--- src/rtl/arm_pkg.sv ---
// Shared definitions for the ARM32 fetch unit.
//   ARCH          - datapath width.
//   RESET_PC      - byte address of the first fetch after reset.
//   fetch_state_t - fetch FSM states.
//   fetch_entry_t - one prefetch entry: instruction word plus its PC.
package arm_pkg;

  localparam int ARCH = 32;

  localparam logic [ARCH-1:0] RESET_PC = 32'h0000_0000;

  typedef enum logic [1:0] {
    BOOT,
    RUN,
    HALTED
  } fetch_state_t;

  typedef struct packed {
    logic [ARCH-1:0] data;
    logic [ARCH-1:0] pc;
  } fetch_entry_t;

  // Forces a byte address onto a word boundary.
  function automatic logic [ARCH-1:0] word_align(input logic [ARCH-1:0] addr);
    return addr & 32'hFFFF_FFFC;
  endfunction

endpackage

--- src/rtl/arm_fetch_unit_if.sv ---
// Bus bundle between the fetch unit, instruction memory and decode.
//   mem_*  - request/grant plus one-cycle-later read response.
//   ins_*  - valid/ready instruction handshake towards decode.
// Modports:
//   master - the fetch unit.
//   slave  - memory and decode (the environment).
interface arm_fetch_unit_if;
  import arm_pkg::*;

  logic            mem_req;
  logic [ARCH-1:0] mem_addr;
  logic            mem_gnt;
  logic            mem_rvalid;
  logic [ARCH-1:0] mem_rdata;

  logic            ins_valid;
  logic            ins_ready;
  logic [ARCH-1:0] ins_data;
  logic [ARCH-1:0] ins_pc;

  modport master (
    output mem_req, mem_addr,
    input  mem_gnt, mem_rvalid, mem_rdata,
    output ins_valid, ins_data, ins_pc,
    input  ins_ready
  );

  modport slave (
    input  mem_req, mem_addr,
    output mem_gnt, mem_rvalid, mem_rdata,
    input  ins_valid, ins_data, ins_pc,
    output ins_ready
  );

endinterface

--- src/rtl/fetch_fifo.sv ---
// Synchronous prefetch FIFO of fetch_entry_t.
//   clk, reset_n - clock, synchronous active-low reset.
//   clear        - empties the FIFO; wins over push and pop.
//   push/push_entry - write one entry (accepted when not full, or full with pop).
//   pop          - remove the head entry (ignored when empty).
//   head_entry   - current head; all zeros while empty.
//   count/empty/full - occupancy.
module fetch_fifo
  import arm_pkg::*;
#(
  parameter int DEPTH = 4,
  localparam int AW = $clog2(DEPTH),
  localparam int CW = AW + 1
) (
  input  logic          clk,
  input  logic          reset_n,
  input  logic          clear,
  input  logic          push,
  input  logic          pop,
  input  fetch_entry_t  push_entry,
  output fetch_entry_t  head_entry,
  output logic [CW-1:0] count,
  output logic          empty,
  output logic          full
);

  logic [AW-1:0] wr_ptr_q, wr_ptr_d;
  logic [AW-1:0] rd_ptr_q, rd_ptr_d;
  logic [CW-1:0] count_q, count_d;
  fetch_entry_t  mem_q [DEPTH];
  fetch_entry_t  mem_d [DEPTH];
  logic          do_push;
  logic          do_pop;

  assign empty = (count_q == '0);
  assign full  = (count_q == CW'(DEPTH));
  assign count = count_q;
  // Zero head while empty so the outputs are clean after reset or a flush.
  assign head_entry = empty ? '0 : mem_q[rd_ptr_q];

  always_comb begin
    wr_ptr_d = wr_ptr_q;
    rd_ptr_d = rd_ptr_q;
    count_d  = count_q;
    mem_d    = mem_q;
    // A full FIFO may still take a push when the head leaves in the same cycle.
    do_push  = push & (~full | pop);
    do_pop   = pop & ~empty;
    if (clear) begin
      wr_ptr_d = '0;
      rd_ptr_d = '0;
      count_d  = '0;
    end else begin
      if (do_push) begin
        mem_d[wr_ptr_q] = push_entry;
        wr_ptr_d        = wr_ptr_q + AW'(1);
      end
      if (do_pop) begin
        rd_ptr_d = rd_ptr_q + AW'(1);
      end
      count_d = count_q + CW'(do_push) - CW'(do_pop);
    end
  end

  always_ff @(posedge clk) begin
    if (!reset_n) begin
      wr_ptr_q <= '0;
      rd_ptr_q <= '0;
      count_q  <= '0;
    end else begin
      wr_ptr_q <= wr_ptr_d;
      rd_ptr_q <= rd_ptr_d;
      count_q  <= count_d;
    end
  end

  // Storage needs no reset: the head is masked while the FIFO is empty.
  always_ff @(posedge clk) begin
    mem_q <= mem_d;
  end

endmodule

--- src/rtl/arm_fetch_unit.sv ---
// Instruction fetch stage for the ARM32 processor.
//   clk, reset_n    - clock, synchronous active-low reset.
//   redirect_valid  - taken branch; restart fetching at redirect_pc.
//   redirect_pc     - new PC (low two bits ignored).
//   halt            - level; stops new memory requests, FIFO keeps draining.
//   bus (master)    - memory request/response and decode handshake.
// Requests are issued only while the FIFO has room for every response that
// could still come back (count + outstanding < FIFO_DEPTH).
module arm_fetch_unit
  import arm_pkg::*;
#(
  parameter logic [ARCH-1:0] RESET_PC   = arm_pkg::RESET_PC,
  parameter int              FIFO_DEPTH = 4
) (
  input  logic                     clk,
  input  logic                     reset_n,
  input  logic                     redirect_valid,
  input  logic [ARCH-1:0]          redirect_pc,
  input  logic                     halt,
  arm_fetch_unit_if.master         bus
);

  localparam int CW = $clog2(FIFO_DEPTH) + 1;

  fetch_state_t    state_q, state_d;
  logic [ARCH-1:0] fetch_pc_q, fetch_pc_d;
  logic [ARCH-1:0] inflight_pc_q, inflight_pc_d;
  logic            outstanding_q, outstanding_d;
  logic            discard_q, discard_d;

  logic [CW-1:0]   fifo_count;
  logic            fifo_empty;
  logic            fifo_full;
  logic            fifo_push;
  logic            fifo_pop;
  logic            credit_ok;
  logic            mem_accept;
  logic            rsp_valid;
  fetch_entry_t    push_entry;
  fetch_entry_t    head_entry;

  assign credit_ok  = (32'(fifo_count) + 32'(outstanding_q)) < 32'(FIFO_DEPTH);

  // Request depends only on registered state plus halt/redirect, never on rvalid.
  assign bus.mem_req  = (state_q == RUN) & ~halt & ~redirect_valid & credit_ok;
  assign bus.mem_addr = fetch_pc_q;
  assign mem_accept   = bus.mem_req & bus.mem_gnt;

  // A response counts only if we are waiting for one and it is not stale.
  // The outstanding gate also drops a response to a request issued just
  // before reset.
  assign rsp_valid  = bus.mem_rvalid & outstanding_q & ~discard_q & ~redirect_valid;
  assign fifo_pop   = ~fifo_empty & bus.ins_ready & ~redirect_valid;
  assign fifo_push  = rsp_valid & (~fifo_full | fifo_pop);
  assign push_entry = '{data: bus.mem_rdata, pc: inflight_pc_q};

  assign bus.ins_valid = ~fifo_empty;
  assign bus.ins_data  = head_entry.data;
  assign bus.ins_pc    = head_entry.pc;

  // FSM next state; a halt arriving with a redirect still lands in HALTED.
  always_comb begin
    state_d = state_q;
    case (state_q)
      BOOT:    state_d = RUN;
      RUN:     if (halt) state_d = HALTED;
      HALTED:  if (!halt) state_d = RUN;
      default: state_d = BOOT;
    endcase
  end

  // PC, in-flight tracking and stale-response discard.
  always_comb begin
    fetch_pc_d    = fetch_pc_q;
    inflight_pc_d = inflight_pc_q;
    outstanding_d = outstanding_q;
    // Covers the cycle after a redirect; the redirect cycle itself is
    // blocked directly in rsp_valid.
    discard_d     = redirect_valid & outstanding_q;

    if (redirect_valid) begin
      fetch_pc_d = word_align(redirect_pc);
    end else if (mem_accept) begin
      fetch_pc_d = fetch_pc_q + 32'd4;
    end

    if (mem_accept) begin
      inflight_pc_d = fetch_pc_q;
    end

    // A new acceptance wins over the response of the previous one.
    if (mem_accept) begin
      outstanding_d = 1'b1;
    end else if (bus.mem_rvalid) begin
      outstanding_d = 1'b0;
    end
  end

  always_ff @(posedge clk) begin
    if (!reset_n) begin
      state_q       <= BOOT;
      fetch_pc_q    <= RESET_PC;
      inflight_pc_q <= RESET_PC;
      outstanding_q <= 1'b0;
      discard_q     <= 1'b0;
    end else begin
      state_q       <= state_d;
      fetch_pc_q    <= fetch_pc_d;
      inflight_pc_q <= inflight_pc_d;
      outstanding_q <= outstanding_d;
      discard_q     <= discard_d;
    end
  end

  fetch_fifo #(
    .DEPTH(FIFO_DEPTH)
  ) u_fifo (
    .clk        (clk),
    .reset_n    (reset_n),
    .clear      (redirect_valid),
    .push       (fifo_push),
    .pop        (fifo_pop),
    .push_entry (push_entry),
    .head_entry (head_entry),
    .count      (fifo_count),
    .empty      (fifo_empty),
    .full       (fifo_full)
  );

endmodule

--- src/flat_wrapper.sv ---
// flat-port wrapper written by rule: the top's interface ports become plain ports
module arm_fetch_unit_flat import arm_pkg::*;
#(
  parameter logic [ARCH-1:0] RESET_PC   = arm_pkg::RESET_PC,
  parameter int              FIFO_DEPTH = 4
)
  (clk, reset_n, redirect_valid, redirect_pc, halt, bus_mem_req, bus_mem_addr, bus_mem_gnt, bus_mem_rvalid, bus_mem_rdata, bus_ins_valid, bus_ins_data, bus_ins_pc, bus_ins_ready);
  arm_fetch_unit_if bus_i ();
  input  logic clk;
  input  logic reset_n;
  input  logic redirect_valid;
  input  logic [ARCH-1:0] redirect_pc;
  input  logic halt;
  output wire logic [$bits(bus_i.mem_req)-1:0] bus_mem_req;
  output wire logic [$bits(bus_i.mem_addr)-1:0] bus_mem_addr;
  input wire logic [$bits(bus_i.mem_gnt)-1:0] bus_mem_gnt;
  input wire logic [$bits(bus_i.mem_rvalid)-1:0] bus_mem_rvalid;
  input wire logic [$bits(bus_i.mem_rdata)-1:0] bus_mem_rdata;
  output wire logic [$bits(bus_i.ins_valid)-1:0] bus_ins_valid;
  output wire logic [$bits(bus_i.ins_data)-1:0] bus_ins_data;
  output wire logic [$bits(bus_i.ins_pc)-1:0] bus_ins_pc;
  input wire logic [$bits(bus_i.ins_ready)-1:0] bus_ins_ready;
  assign bus_mem_req = bus_i.mem_req;
  assign bus_mem_addr = bus_i.mem_addr;
  assign bus_i.mem_gnt = bus_mem_gnt;
  assign bus_i.mem_rvalid = bus_mem_rvalid;
  assign bus_i.mem_rdata = bus_mem_rdata;
  assign bus_ins_valid = bus_i.ins_valid;
  assign bus_ins_data = bus_i.ins_data;
  assign bus_ins_pc = bus_i.ins_pc;
  assign bus_i.ins_ready = bus_ins_ready;
  arm_fetch_unit #(.RESET_PC(RESET_PC), .FIFO_DEPTH(FIFO_DEPTH)) u_core (.clk(clk), .reset_n(reset_n), .redirect_valid(redirect_valid), .redirect_pc(redirect_pc), .halt(halt), .bus(bus_i));
endmodule
--- config.mk ---
export PLATFORM = sky130hd
export DESIGN_NAME = arm_fetch_unit_flat
export DESIGN_NICKNAME = d
export VERILOG_FILES = /design/src/rtl/arm_pkg.sv /design/src/rtl/arm_fetch_unit_if.sv /design/src/rtl/fetch_fifo.sv /design/src/rtl/arm_fetch_unit.sv /design/src/flat_wrapper.sv
export SDC_FILE = /design/constraint.sdc
export NUM_CORES = 1
export LEC_CHECK = 0
export ABC_AREA = 1
export CORE_ASPECT_RATIO = 0.6
export CORE_MARGIN = 10
export CORE_UTILIZATION = 50
export CTS_BUF_LIST = sky130_fd_sc_hd__clkbuf_4
export CTS_CLUSTER_SIZE = 30
export DETAILED_ROUTE_END_ITERATION = 10
export MAX_ROUTING_LAYER = met4
export PLACE_DENSITY = 0.73
export SYNTH_ARGS = -nofsm -noshare
export SYNTH_HDL_FRONTEND = slang
export SYNTH_SLANG_ARGS = --single-unit
--- constraint.sdc ---
create_clock -name clk -period 4.89 [get_ports clk]
set_input_delay 0.978 -clock clk [delete_from_list [all_inputs] [get_ports clk]]
set_output_delay 0.978 -clock clk [all_outputs]
set_load 0.1 [all_outputs]
==> results of run 1 <==
per-stage QoR:
| step | hold WS [ns] | setup slack, ns | cells | cell area [um^2] | power, uW |
|---|---|---|---|---|---|
| 5_1_grt | 0.524 | 0.375 | 1927 | 16200 | 5580 |
| 3_3_place_gp | 0.486 | 0.947 | 1793 | 15300 | 3340 |
| 3_5_place_dp | 0.493 | 0.898 | 1793 | 15300 | 3350 |
| 4_1_cts | 0.500 | 0.604 | 1926 | 16200 | 5400 |
| 6_report | 0.505 | 0.690 | 1928 | 16200 | 5340 |
| 2_1_floorplan | 0.455 | 0.404 | 1323 | 13400 | 3220 |
layout by cell type, fill, tap and decap left out, types with 2 or more instances in the layout:
cell / count
sky130_fd_sc_hd__clkinv_1: 21
sky130_fd_sc_hd__nor3_1: 3
sky130_fd_sc_hd__xnor2_1: 6
sky130_fd_sc_hd__nor2_4: 7
sky130_fd_sc_hd__nor2_2: 6
sky130_fd_sc_hd__buf_4: 75
sky130_fd_sc_hd__edfxtp_1: 248
sky130_fd_sc_hd__nand2_1: 182
sky130_fd_sc_hd__o21a_1: 4
sky130_fd_sc_hd__nor2_1: 297
sky130_fd_sc_hd__a21boi_0: 4
sky130_fd_sc_hd__inv_2: 5
sky130_fd_sc_hd__nand3_1: 67
sky130_fd_sc_hd__conb_1: 4
sky130_fd_sc_hd__ha_1: 8
sky130_fd_sc_hd__o21bai_1: 6
sky130_fd_sc_hd__o21ai_0: 140
sky130_fd_sc_hd__nor3b_1: 2
sky130_fd_sc_hd__clkdlybuf4s50_1: 99
sky130_fd_sc_hd__inv_1: 62
sky130_fd_sc_hd__clkbuf_4: 109
sky130_fd_sc_hd__a21oi_1: 114
sky130_fd_sc_hd__dfxtp_1: 69
sky130_fd_sc_hd__clkinv_2: 3
sky130_fd_sc_hd__nand2_2: 4
sky130_fd_sc_hd__xor2_1: 3
sky130_fd_sc_hd__diode_2: 2
sky130_fd_sc_hd__buf_12: 8
worst max path at each step:
stage	slack (ns)	start	end
2_1_floorplan	0.40	redirect_valid	u_core.u_fifo.mem_q[100]
3_3_place_gp	0.95	redirect_valid	u_core.u_fifo.mem_q[205]
3_5_place_dp	0.90	redirect_valid	u_core.u_fifo.mem_q[205]
4_1_cts	0.60	u_core.u_fifo.rd_ptr_q[0]	bus_ins_pc[29]
5_1_grt	0.37	u_core.u_fifo.rd_ptr_q[0]	bus_ins_pc[29]
6_report	0.69	u_core.u_fifo.rd_ptr_q[0]	bus_ins_pc[30]
layout make-up:
type,instances,share of cell area
antenna,2,0.000310
tap,360,0.0279
inverter,67,0.0156
clock inverter,24,0.00580
sequential,319,0.549
multi-input combinational,865,0.245
clock buffer,109,0.0506
timing repair buffer,182,0.106
metal layers:
metal / track usage / routed length (um) / up-vias
li1: - / - / 4914
met3: 0.0468 / 2160 / 42
met4: 0.0596 / 482 / 0
met2: 0.298 / 15300 / 322
met1: 0.267 / 15200 / 4705
met5: - / 0 / -
state kept, by name, indices dropped and copies added, names as in the netlist:
name,flops
u_core.bus.mem_addr,30
u_core.discard_q,1
u_core.inflight_pc_q,30
u_core.outstanding_q,1
u_core.state_q,2
u_core.u_fifo.count,3
u_core.u_fifo.mem_q,248
u_core.u_fifo.rd_ptr_q,2
u_core.u_fifo.wr_ptr_q,2
cell families (layout without fill, tap and decap cells):
family,after synthesis,count (layout),share of synthesized area
flops,319,319,0.663
buf+inv,139,382,0.0432
fa+ha+maj,9,9,0.00899
compound gates,271,271,0.105
simple gates,572,572,0.173
other cells,1,6,0.000281
xor+xnor,9,9,0.00590
cell usage after synthesis, drive strengths merged:
| master | instances | area share |
|---|---|---|
| o21a | 4 | 0.0022 |
| xor2 | 3 | 0.0020 |
| nand3 | 68 | 0.026 |
| nor2 | 310 | 0.090 |
| nand3b | 2 | 0.0021 |
| nor3 | 3 | 0.0011 |
| o21ai | 140 | 0.052 |
| a211oi | 1 | 0.00056 |
| fa | 1 | 0.0015 |
| a21boi | 4 | 0.0022 |
| dfxtp | 71 | 0.11 |
| ha | 8 | 0.0075 |
| conb | 1 | 0.00028 |
| nor3b | 2 | 0.0011 |
| o21bai | 6 | 0.0034 |
| clkbuf | 40 | 0.011 |
| clkinv | 1 | 0.00028 |
| buf | 32 | 0.013 |
| edfxtp | 248 | 0.56 |
| nand2 | 186 | 0.053 |
| a21oi | 115 | 0.043 |
| inv | 66 | 0.019 |
| xnor2 | 6 | 0.0039 |
| nand4 | 1 | 0.00047 |
| o22ai | 1 | 0.00047 |
critical path, delay by kind of cell (launching register included):
| kind | cells | cell delay (ns) |
|---|---|---|
| buffers and inverters | 2 | 1.12 |
| flip-flops | 1 | 0.69 |
| AO/OA/AOI/OAI | 2 | 0.43 |
| AND/OR/NAND/NOR | 2 | 0.23 |
power by group:
group | switching [uW] | internal (uW)
clock | 1030 | 1030
sequential | 34.6 | 2920
combinational | 224 | 107
total | 1290 | 4060
==> flow_results.org, run 1 <==
** Status
- Status :: complete, no violations

** Route
- The final layout contains routed wiring with a total length of about 33000 um.
- The routed layout has 9983 vias.
- For this run, design rule violations remaining after detail routing come to 0.
- The pre-antenna-repair detailed-routing pass consisted of 7 iterations.
- Final routed wire length divided by cell count :: around 17 um
- Post-DRT Antenna Nets :: 0
- The first routing iteration left 970 violations.
- Dividing the detail-routed via count by the number of cells gives 5.18.

** Power and ir drop
- Summed over all cells, the static leakage comes to 0.00581 uW.
- VDD sags by at most 0.215 mV.
- Areal power density over the cells :: 331 mW/mm^2

** Layout
- Share of cells above drive strength 1 :: 0.142
- For this run, the post-layout net count is between 1500 and 2000.
- Across the whole layout, storage elements account for 0.00887 mm^2.
- The filler cells instantiated in the layout total 2223.
- The area growth from synthesis to layout is 21.0%.
- Fin util :: 0.613
- Multi-input combinational cell area :: 0.00396 mm^2

** STA
- Maximum clock rate :: 238 MHz
- Setup repair after global routing left no endpoint under its margin.
- The final hold violation count came to 0.
- Final critical-path required period :: 4.20 ns
- Headroom to the max-slew limit came out at 0.325.
- The clock arrives with 0.0340 ns of skew.
- At the pin with the least slew margin, the transition time is 1.01 ns.
- Final clock period utilization by the worst path :: 0.859
- The final number of max-transition violations is 0.
- Summed over all failing endpoints, the final setup total negative slack is 0 ns.
- Setup violations remaining at the end of the flow were counted as 0.

** Clocking
- Hold bufs inserted after CTS :: 0
- The clock net in this run drives a total of 319 sinks.
- Clock-pin slew was measured on the worst setup and hold paths at ~0.070 ns.
- The H-tree generated during clock tree synthesis spans 3 levels.
- In this run the deepest clock path goes through 3 buffers.
- Number of buffers added by the clock tree synthesis step :: 75
- The later pin in the worst-skew pair is clocked with a latency of just under 0.7 ns.
- After clock tree synthesis, the setup repair step added 0 buffers.
- TritonCTS built the clock tree.
- Gates resized during post-CTS repair numbered 0.
- CTS Root Buffer Type :: sky130_fd_sc_hd__clkbuf_4

** Worst setup path
- The startpoint identified for the worst register-to-register timing path is u_core.u_fifo.count[1].
- Data on the critical path is required at its endpoint by 3.91 ns.
- The worst setup path is launched from a flip-flop.
- The worst register-to-register path ends at u_core.u_fifo.count[2].
- Highest cell delay on the worst timing path :: 0.76 ns
- The setup path with the least slack is of type reg2out.
- R2r worst-path depth :: 11
- Worst Setup End Kind :: output pin
- Sequence of cells on the critical path :: buf_4 -> nor2_1 -> nor2_1 -> o21ai_0 -> a21oi_1 -> buf_4
- At the worst endpoint, the arrival time is between 3 and 4 ns.
- Internal reg-to-reg setup slack :: 1.85 ns
- Among all stages on the critical path, the largest delay is contributed by sky130_fd_sc_hd__buf_4.
- Of all nets on the critical path, the largest fanout is 79.

** Global route
- Initial antenna violation count :: 1
- The first global-routing pass estimated 52800 um of wire.
- Entering global routing, the biggest net connects 81 pins.
- The number of global-route vias before repair was 9720.
- For this run, the total global-route usage over all layers was measured as 0.200.
- Summed over all layers, the global routing overflow is 0.

** Die
- The floorplan has 46 rows.
- Initial cell density of the core :: 0.507
- Height of the chip :: 147 um
- Core region area :: 0.0264 mm^2
- The die covers 0.0339 mm^2.
- From left edge to right edge, the die measures between 200 and 250 um.
- I/O pins :: 169

** Flow run
- The tool flagged a number of max-cap violations equal to 0.

** Synthesis
- Post-synthesis cell type count :: 35
- Share of synthesized area occupied by flip-flops and latches :: 0.663
- Average cell area after synthesis :: 10.1 um^2
- After synthesis the cells add up to 0.0134 mm^2.
- Number of storage elements in the synthesis netlist :: between 300 and 400
- Post-synthesis cell count :: 1320
- For this run, the number of Yosys warnings is 0.

** Placement
- Once detailed placement completed, the half-perimeter wirelength came to between 20000 and 25000 um.
- During placement, the flow inserted port buffers numbering 162.
- The congestion estimate from routability-driven global placement came to 0.961.

** Worst hold path
- Along the worst hold path, the cell count comes to 2.
- Min-Delay Endpoint :: u_core.inflight_pc_q[19]
- In this run the worst hold path is classified as reg2reg.
- The startpoint identified for the worst hold timing path is u_core.inflight_pc_q[19].
Note: power is estimated with default switching activity, not from simulation.
==> inputs of run 2 (changes only) <==
--- a/constraint.sdc
+++ b/constraint.sdc
@@ -3,2 +3,2 @@
 set_output_delay 0.978 -clock clk [all_outputs]
-set_load 0.1 [all_outputs]
+set_load 0.01 [all_outputs]
==> run 2 against run 1 <==
Via count grew 0.83%. Total power shrank 0.84%. Wire length grew 0.85%. Count of clock-buffer cells in the layout grew 1. Sequential share of layout area shrank 0.55 points. First-iteration DRC count shrank 3.5%. Critical endpoint is now bus_ins_pc[23]. Die area is the same. Clock power grew 4%.
==> flow_results.org, run 2 (synthesis gave the netlist of run 1 again) <==
** Worst setup path
- Internal reg-to-reg setup slack :: 2.32 ns
- STA classifies the critical path startpoint as a flip-flop.
- Along the worst path, the maximum fanout reaches 86.
- In this run the critical register-to-register path is captured at u_core.u_fifo.count[2].
- STA puts the critical path data arrival time at roughly 3.5 ns.
- R2r worst-path depth :: 11
- The startpoint identified for the worst register-to-register timing path is u_core.u_fifo.count[1].
- For the worst setup path, the data required time is 3.91 ns.
- STA classifies the critical path endpoint as an output pin.
- Kind of critical path :: reg2out

** Layout
- Number of flip-flops under the largest register name :: 248
- Leaving out fill and tap cells, the most frequent cells in the layout are sky130_fd_sc_hd__nor2_1 (297), sky130_fd_sc_hd__edfxtp_1 (248), sky130_fd_sc_hd__nand2_1 (182).
- After filler insertion, the fill cell instance count of the layout stands at 2213.
- Of the cells placed in the final design, the portion with a size suffix greater than 1 is 0.103.
- Ranked by flip-flop count, first place goes to u_core.u_fifo.mem_q.
- Registers take 0.00887 mm^2.
- Leaving out fill and tap cells, the most frequent cell in the layout is sky130_fd_sc_hd__nor2_1.
- Multi-input combinational cell area :: 0.00396 mm^2
- Area added between synthesis and finish :: 22.2%
- Nets@finish :: 1589

** Die
- Core region area :: 0.0264 mm^2
- In this run the horizontal extent of the chip is 231 um.
- In this run the vertical extent of the chip is ~150 um.
- Initial cell density of the core :: 0.507
- Pin placement for this block handled around 170 I/O pins.
- Die Footprint :: 0.0339 mm^2
- The floorplan has 46 rows.

** STA
- At the pin with the least slew margin, the transition time is 0.963 ns.
- The clock arrives with 0.0402 ns of skew.
- Counting I/O delays and the setup requirement, the final critical path takes roughly 4.5 ns.
- In this run the tightest slew margin relative to its limit is 0.358.
- Setup violations remaining at the end of the flow were counted as 0.
- Final clock period utilization by the worst path :: 0.918
- Max-slew violations :: 0
- Based on the critical path, the design can be clocked at up to 223 MHz.
- RSZ-0062 raised after global routing :: false
- Total Negative Setup Slacks :: 0 ns
- The final hold violation count came to 0.

** Placement
- Final RePlAce weighted congestion :: 0.942
- Final HPWL from detailed placement :: roughly 20000 um
- IO Port Bufs :: approximately 160

** Route
- Detailed Route Iter0 Violations :: 936
- Number of optimization iterations in the first detailed-route pass :: 6
- Final routed wire length divided by cell count :: 17.3 um
- Remaining design rule violation count :: 0
- Final routed wirelength across all metal layers :: roughly 33000 um
- Ratio of routed vias to standard cells :: 5.21
- The count of nets left with antenna violations once routing finished came out at 0.
- Total vias in the final route :: between 10000 and 15000

** Global route
- Via count of the first global-routing pass :: 9606
- Maximum number of pins on one net before global-route repair :: 87
- The total overflow left after global routing is 0.
- Global-route wire length before repair :: about 52000 um
- Initial antenna violation count :: 1
- Total Routing Usage GR :: 0.199

** Clocking
- Clock latency on the worst-skew pair, taken at its later pin, is between 0.7 and 0.8 ns.
- Buffers added to address setup during post-CTS repair amount to 0.
- The number of hold buffers added after CTS was 0.
- In this run the number of H-tree levels came out at 3.
- TritonCTS built the clock tree.
- Number of buffers added by the clock tree synthesis step :: 76
- Post-cts gate resize count :: 0
- For this design, the sink count on the clock tree is 319.
- Clock-pin slew was measured on the worst setup and hold paths at approximately 0.08 ns.
- The tree is rooted in a sky130_fd_sc_hd__clkbuf_4.
- The clock passes through at most 3 buffers.

** Status
- The run finished with clean final reports.

** Worst hold path
- The worst hold path passes through 0 cells.
- Worst hold path startpoint :: u_core.inflight_pc_q[10]
- Min-Delay Endpoint :: u_core.u_fifo.mem_q[74]
- Hold Crit Class :: reg2reg

** Power and ir drop
- Dividing total power by cell area gives a power density of 325 mW/mm^2.
- IR drop worst, VDD :: 0.182 mV
- Total power draw :: 5300 uW
- The analysis attributes to cell leakage a power of 0.00569 uW.

** Flow run
- Maxcap violations :: 0
[run 2: metal layers]
metal,GRT usage,wire length [um],vias to the layer above,part of all wire
met5,-,0,-,0
met4,0.0580,497,0,0.015
met3,0.0482,2280,49,0.068
met2,0.298,15400,331,0.46
met1,0.264,15200,4763,0.46
li1,-,-,4923,-
[run 2: how the worst max path moves through the flow]
stage	start	end	slack [ns]	cells past startpoint
after floorplan	redirect_valid	u_core.u_fifo.mem_q[100]	0.40	5
after global placement	redirect_valid	u_core.u_fifo.mem_q[89]	1.11	7
after detailed placement	redirect_valid	u_core.u_fifo.mem_q[214]	1.03	7
after CTS	u_core.u_fifo.rd_ptr_q[0]	bus_ins_pc[23]	0.36	6
after global routing	u_core.u_fifo.rd_ptr_q[0]	bus_ins_pc[23]	0.1	6
final	u_core.u_fifo.rd_ptr_q[0]	bus_ins_pc[23]	0.40	6
[run 2: layout make-up]
cell class | instances | area share
inverters | 67 | 0.0154
diodes | 1 | 0.000153
well taps | 360 | 0.0276
repair buffers | 180 | 0.111
clock inverters | 31 | 0.00896
multi-input cells | 865 | 0.243
clock buffers | 110 | 0.0506
flip-flops and latches | 319 | 0.543
[run 2: where the power goes]
part | total, uW | leakage [uW] | switching (uW) | internal, uW
combinational | 207 | 0.00250 | 101 | 107
clock | 2130 | 0.000585 | 1040 | 1100
sequential | 2960 | 0.00261 | 34.9 | 2920
total | 5300 | 0.00569 | 1170 | 4130
[run 2: per-stage QoR]
step	cell area, um^2	setup slack, ns	hold WS, ns	util	std cells
floorplan	13400	0.404	0.455	-	1323
global placement	15400	1.11	0.481	0.583	1791
detailed placement	15400	1.03	0.492	0.583	1791
CTS	16300	0.358	0.503	0.619	1932
global route	16300	0.0996	0.509	0.620	1933
finish	16300	0.403	0.499	0.620	1933
[run 2: worst max-delay path, stage by stage, from the launching register on]
cell and delay, ns:
sky130_fd_sc_hd__dfxtp_4 0.65, sky130_fd_sc_hd__buf_4 0.82, sky130_fd_sc_hd__nor2_1 0.11, sky130_fd_sc_hd__nor2_1 0.11
sky130_fd_sc_hd__o21ai_0 0.08, sky130_fd_sc_hd__a21oi_1 0.35, sky130_fd_sc_hd__clkdlybuf4s50_1 0.61
==> variant 1, RTL diff (flow settings as in run 2) <==
Reset style: asynchronous (`reset_n`), changed in 2 clocked blocks. Comments in the files are not updated.
--- a/src/rtl/fetch_fifo.sv
+++ b/src/rtl/fetch_fifo.sv
@@ -63,5 +63,5 @@
   end
 
-  always_ff @(posedge clk) begin
+  always_ff @(posedge clk or negedge reset_n) begin
     if (!reset_n) begin
       wr_ptr_q <= '0;
--- a/src/rtl/arm_fetch_unit.sv
+++ b/src/rtl/arm_fetch_unit.sv
@@ -97,5 +97,5 @@
   end
 
-  always_ff @(posedge clk) begin
+  always_ff @(posedge clk or negedge reset_n) begin
     if (!reset_n) begin
       state_q       <= BOOT;
Check against the original RTL: differs if reset_n is asserted again (counterexample within 4 cycles, from zero or initial values and one cycle with reset_n low); with reset_n held inactive, the same outputs for 4 cycles.
==> variant 1 against run 2 <==
  * Final area up 0.98%
  * Via count fell by 1.3%
  * Area after synthesis rose by 1.2%
  * Hold slack lost 0.085 ns
  * Die area grew 1.1%
  * Setup slack better by 0.021 ns
  * Sequential cell count unchanged
  * Wire length rose by 0.55%
  * Non-clock buffer count shrank 4
  * Fmax increased by 0.46%
  * Sequential share of layout area increased by 1.6 points
  * Critical endpoint is now bus_ins_data[17]
  * Largest cell class unchanged
Power is not compared: it rests on default switching activity, and its combinational part moved more than twofold at a synthesized area within 25%.
==> variant 1: results (changes against run 2) <==
drt first-iter violations=873 (-6.7%); maximum number of pins on one net before global-route repair=87 (unchanged); VDD IR max=222.5 uV; Max clock buf depth=3 (unchanged); Worst Setup SP=u_core.u_fifo.rd_ptr_q[0]; ys async rst share=0.2226 (+0.2226); crit path to=bus_ins_data[17]; dpl cells=1762 (-1.6%); routed vias=9939 (-1.3%); share of layout cells above drive strength 1=0.1091 (+0.006037); worst skew pair latency=0.68 ns (-0.03 ns); sequential share of the synthesized area=0.6819 (+0.01841); warnings from Yosys=0 (unchanged); final WL=33.61 mm (+0.55%); Nets=1561 (-1.8%); WP data arrival=3.49 ns (-0.02 ns); root buf cell=clkbuf_4; register-to-register setup slack=2.31 ns; Post-synth EDFFs=248 (unchanged); # resized after CTS=0 (unchanged); first-pass GRT wire length=53.59 mm (+2.2%); min-delay worst type=primary input to asynchronous set/reset pin; r2r worst-path depth=12 (+1); CTS Buf Count=77 (+1.3%); Crit Reg-Reg Startpoint=u_core.u_fifo.count[1]; fin cells=1901 (-1.7%); Post-DP HPWL=20.21 mm (-1.7%); postcts setup bufs=0 (unchanged); DR pass1 iterations=6 (unchanged); leading post-synthesis cells by instance count=nor2_1 (293), edfxtp_1 (248), nand2_1 (184), o21ai_0 (148), nand3_1 (78); Total GRT Usage=0.2013 (+0.002610); initial antenna violation count=0 (-1); synth unique cells=31 (-11%); PortBufs=162 (unchanged); H-tree depth=3 (unchanged); max reg flops=248 (unchanged); Worst Skew=0.04211 ns (+0.001944 ns); slew at the pin closest to its max-slew limit=0.9168 ns (-0.04589 ns); RR Endpoint=u_core.u_fifo.count[2]; Cells after Synth=1289 (-2.3%); Synth area leaders=edfxtp_1 (55%), dfrtp_1 (13%), nor2_1 (8.1%), o21ai_0 (5.5%), nand2_1 (5.1%); gpl congestion=0.8960 (-4.9%); Primary FF master, synth=edfxtp_1; Worst Path Max Fanout=76 (-12%); status=finished, final reports clean
## variant 1: cell count changes after synthesis, sizes merged, moves of 11 or more
cell   change
a21oi     -45
dfrtp     +71
o21ai     +38
nand3     +11
dfxtp     -71
## variant 1: kinds of logic after synthesis
kind of cell / share of synthesized area
simple gates: 0.1709
flops: 0.6819
compound gates: 0.09204
buf+inv: 0.04468
fa+ha+maj: 0.008880
xor+xnor: 0.001295
other cells: 0.0002772
## variant 1: worst max-delay path, stage by stage (launching register included)
cell	delay (ns)
dfrtp_4	0.75
clkinv_2	0.69
buf_12	0.44
o21ai_0	0.24
a21oi_1	0.13
clkdlybuf4s50_1	0.49
## variant 1: stage by stage
stage / setup slack (ns) / cell area, um2 / hold WS, ns / power (mW)
4_1_cts: 0.3607 / 16490 / 0.3941 / 7.781
2_1_floorplan: 0.4136 / 13540 / 0.4725 / 4.538
6_report: 0.4237 / 16490 / 0.4143 / 7.710
5_1_grt: 0.1475 / 16490 / 0.4263 / 8.165
3_5_place_dp: 1.129 / 15490 / 0.5070 / 5.571
3_3_place_gp: 1.123 / 15490 / 0.4939 / 5.520
## variant 1: layout make-up
type                    count  area, um2
inverters                  71      270.3
well taps                 360      450.4
diodes                      1      2.502
clock buffers             119      893.4
flip-flops and latches    319       9229
clock inverters            19      108.9
repair buffers            176       1797
multi-input cells         836       3740
fillers                  2166      10040
## variant 1: report_power, final
| group | switching [mW] | internal (mW) |
|---|---|---|
| sequential | 0.317 | 3.27 |
| clock | 1.04 | 1.16 |
| combinational | 1.11 | 0.809 |
## variant 1: per-layer routing
layer  vias up  global-route usage  wire [um]
met1      4688              0.2802      15550
met2       388              0.2904      14810
met5         -                   -          0
met4         0             0.05760        607
li1       4811                   -          -
met3        52             0.04664       2637
==> variant 2, RTL diff (settings of run 2) <==
Made on the original files. Change the package constant `ARCH` from 32 to 64.
--- a/src/rtl/arm_pkg.sv
+++ b/src/rtl/arm_pkg.sv
@@ -6,5 +6,5 @@
 package arm_pkg;
 
-  localparam int ARCH = 32;
+  localparam int ARCH = 64;
 
   localparam logic [ARCH-1:0] RESET_PC = 32'h0000_0000;
Interface: changed (5 resized); port bits go from 169 to 329. No check against the original RTL was run, so the function may have changed too.
==> variant 2 against run 2 <==
  * Die area rose by 83%
  * Setup slack improved by 0.013 ns
  * Sequential cell count rose by 320
  * Area after synthesis rose by 95%
  * Final area rose by 94%
  * Wire length rose by 110%
  * Power rose by 100%
  * Utilization fell by 0.065 points
  * Largest power group unchanged
  * Highest routed layer unchanged
==> variant 2: results (changes against run 2) <==
status=finished, final reports clean; worst skew pair latency=0.85 ns (+0.14 ns); DR pass1 iterations=5 (-1); RR Endpoint=u_core.u_fifo.mem_q[230]; DIE WIDTH=314.8 um (+36%); H-tree depth=4 (+1); gpl congestion=0.9017 (-4.3%); Clock-cell share=0.06280 (+0.003272); register bit total from synthesis=639 (+100%); share of layout cells above drive strength 1=0.1134 (+0.01034); storage element area=17840 um2 (+100%); Signal inverters=92 (+37%); pre-CTS setup slack=0.8360 ns (-0.1919 ns); Sw Pwr=2.315 mW (+98%); sequential share of the synthesized area=0.6842 (+0.02068); leading post-synthesis cells by instance count=nor2_1 (620), edfxtp_1 (504), o21ai_0 (299), nand2_1 (264), a21oi_1 (214); CTS Buf Count=148 (+95%); Worst Hold End=u_core.u_fifo.mem_q[22]; clock buffers=230 (+110%); r2r worst-path depth=7 (-4); Synth area leaders=edfxtp_1 (58%), dfxtp_1 (10%), nor2_1 (8.9%), o21ai_0 (5.7%), a21oi_1 (4.1%); fillers=4047 (+83%); wire length on met3=5.640 mm (+150%); Post-synth EDFFs=504 (+100%); crit path to=bus_ins_data[2]; initial antenna violation count=2 (+1); GR Layer Usage met1=0.2888 (+0.02457); slowest stage delay, CP=0.69 ns (-0.13 ns); WP data arrival=3.50 ns (about the same); Synth Area in Adders=0.004607 (-0.004379); WHS=0.4786 ns (-0.02074 ns); register-to-register setup slack=2.10 ns (-0.22 ns); M1 WL=29.64 mm (+95%); Synth Area in XOR/XNOR=0.009070 (+0.003173)
-- variant 2: changes by cell type after synthesis, sizes merged, moves of 8 or more --
cell | run 2 | this run
a31oi | 0 | 8
nor3 | 3 | 11
clkbuf | 40 | 86
dfxtp | 71 | 135
buf | 32 | 50
o21ai | 140 | 300
edfxtp | 248 | 504
inv | 66 | 92
nand4 | 1 | 31
nor2 | 310 | 646
a21oi | 115 | 214
xor2 | 3 | 17
nand2 | 186 | 270
-- variant 2: stage by stage --
| step | cell area, um2 | TNS [ns] | cells | total power, mW |
|---|---|---|---|---|
| 2_1_floorplan | 26090 | -157.91 | 2464 | 6.111 |
| 3_3_place_gp | 29720 | 0 | 3345 | 6.285 |
| 3_5_place_dp | 29720 | 0 | 3345 | 6.294 |
| 4_1_cts | 31710 | 0 | 3612 | 10.73 |
| 5_1_grt | 31720 | 0 | 3614 | 11.02 |
| 6_report | 31720 | 0 | 3614 | 10.62 |
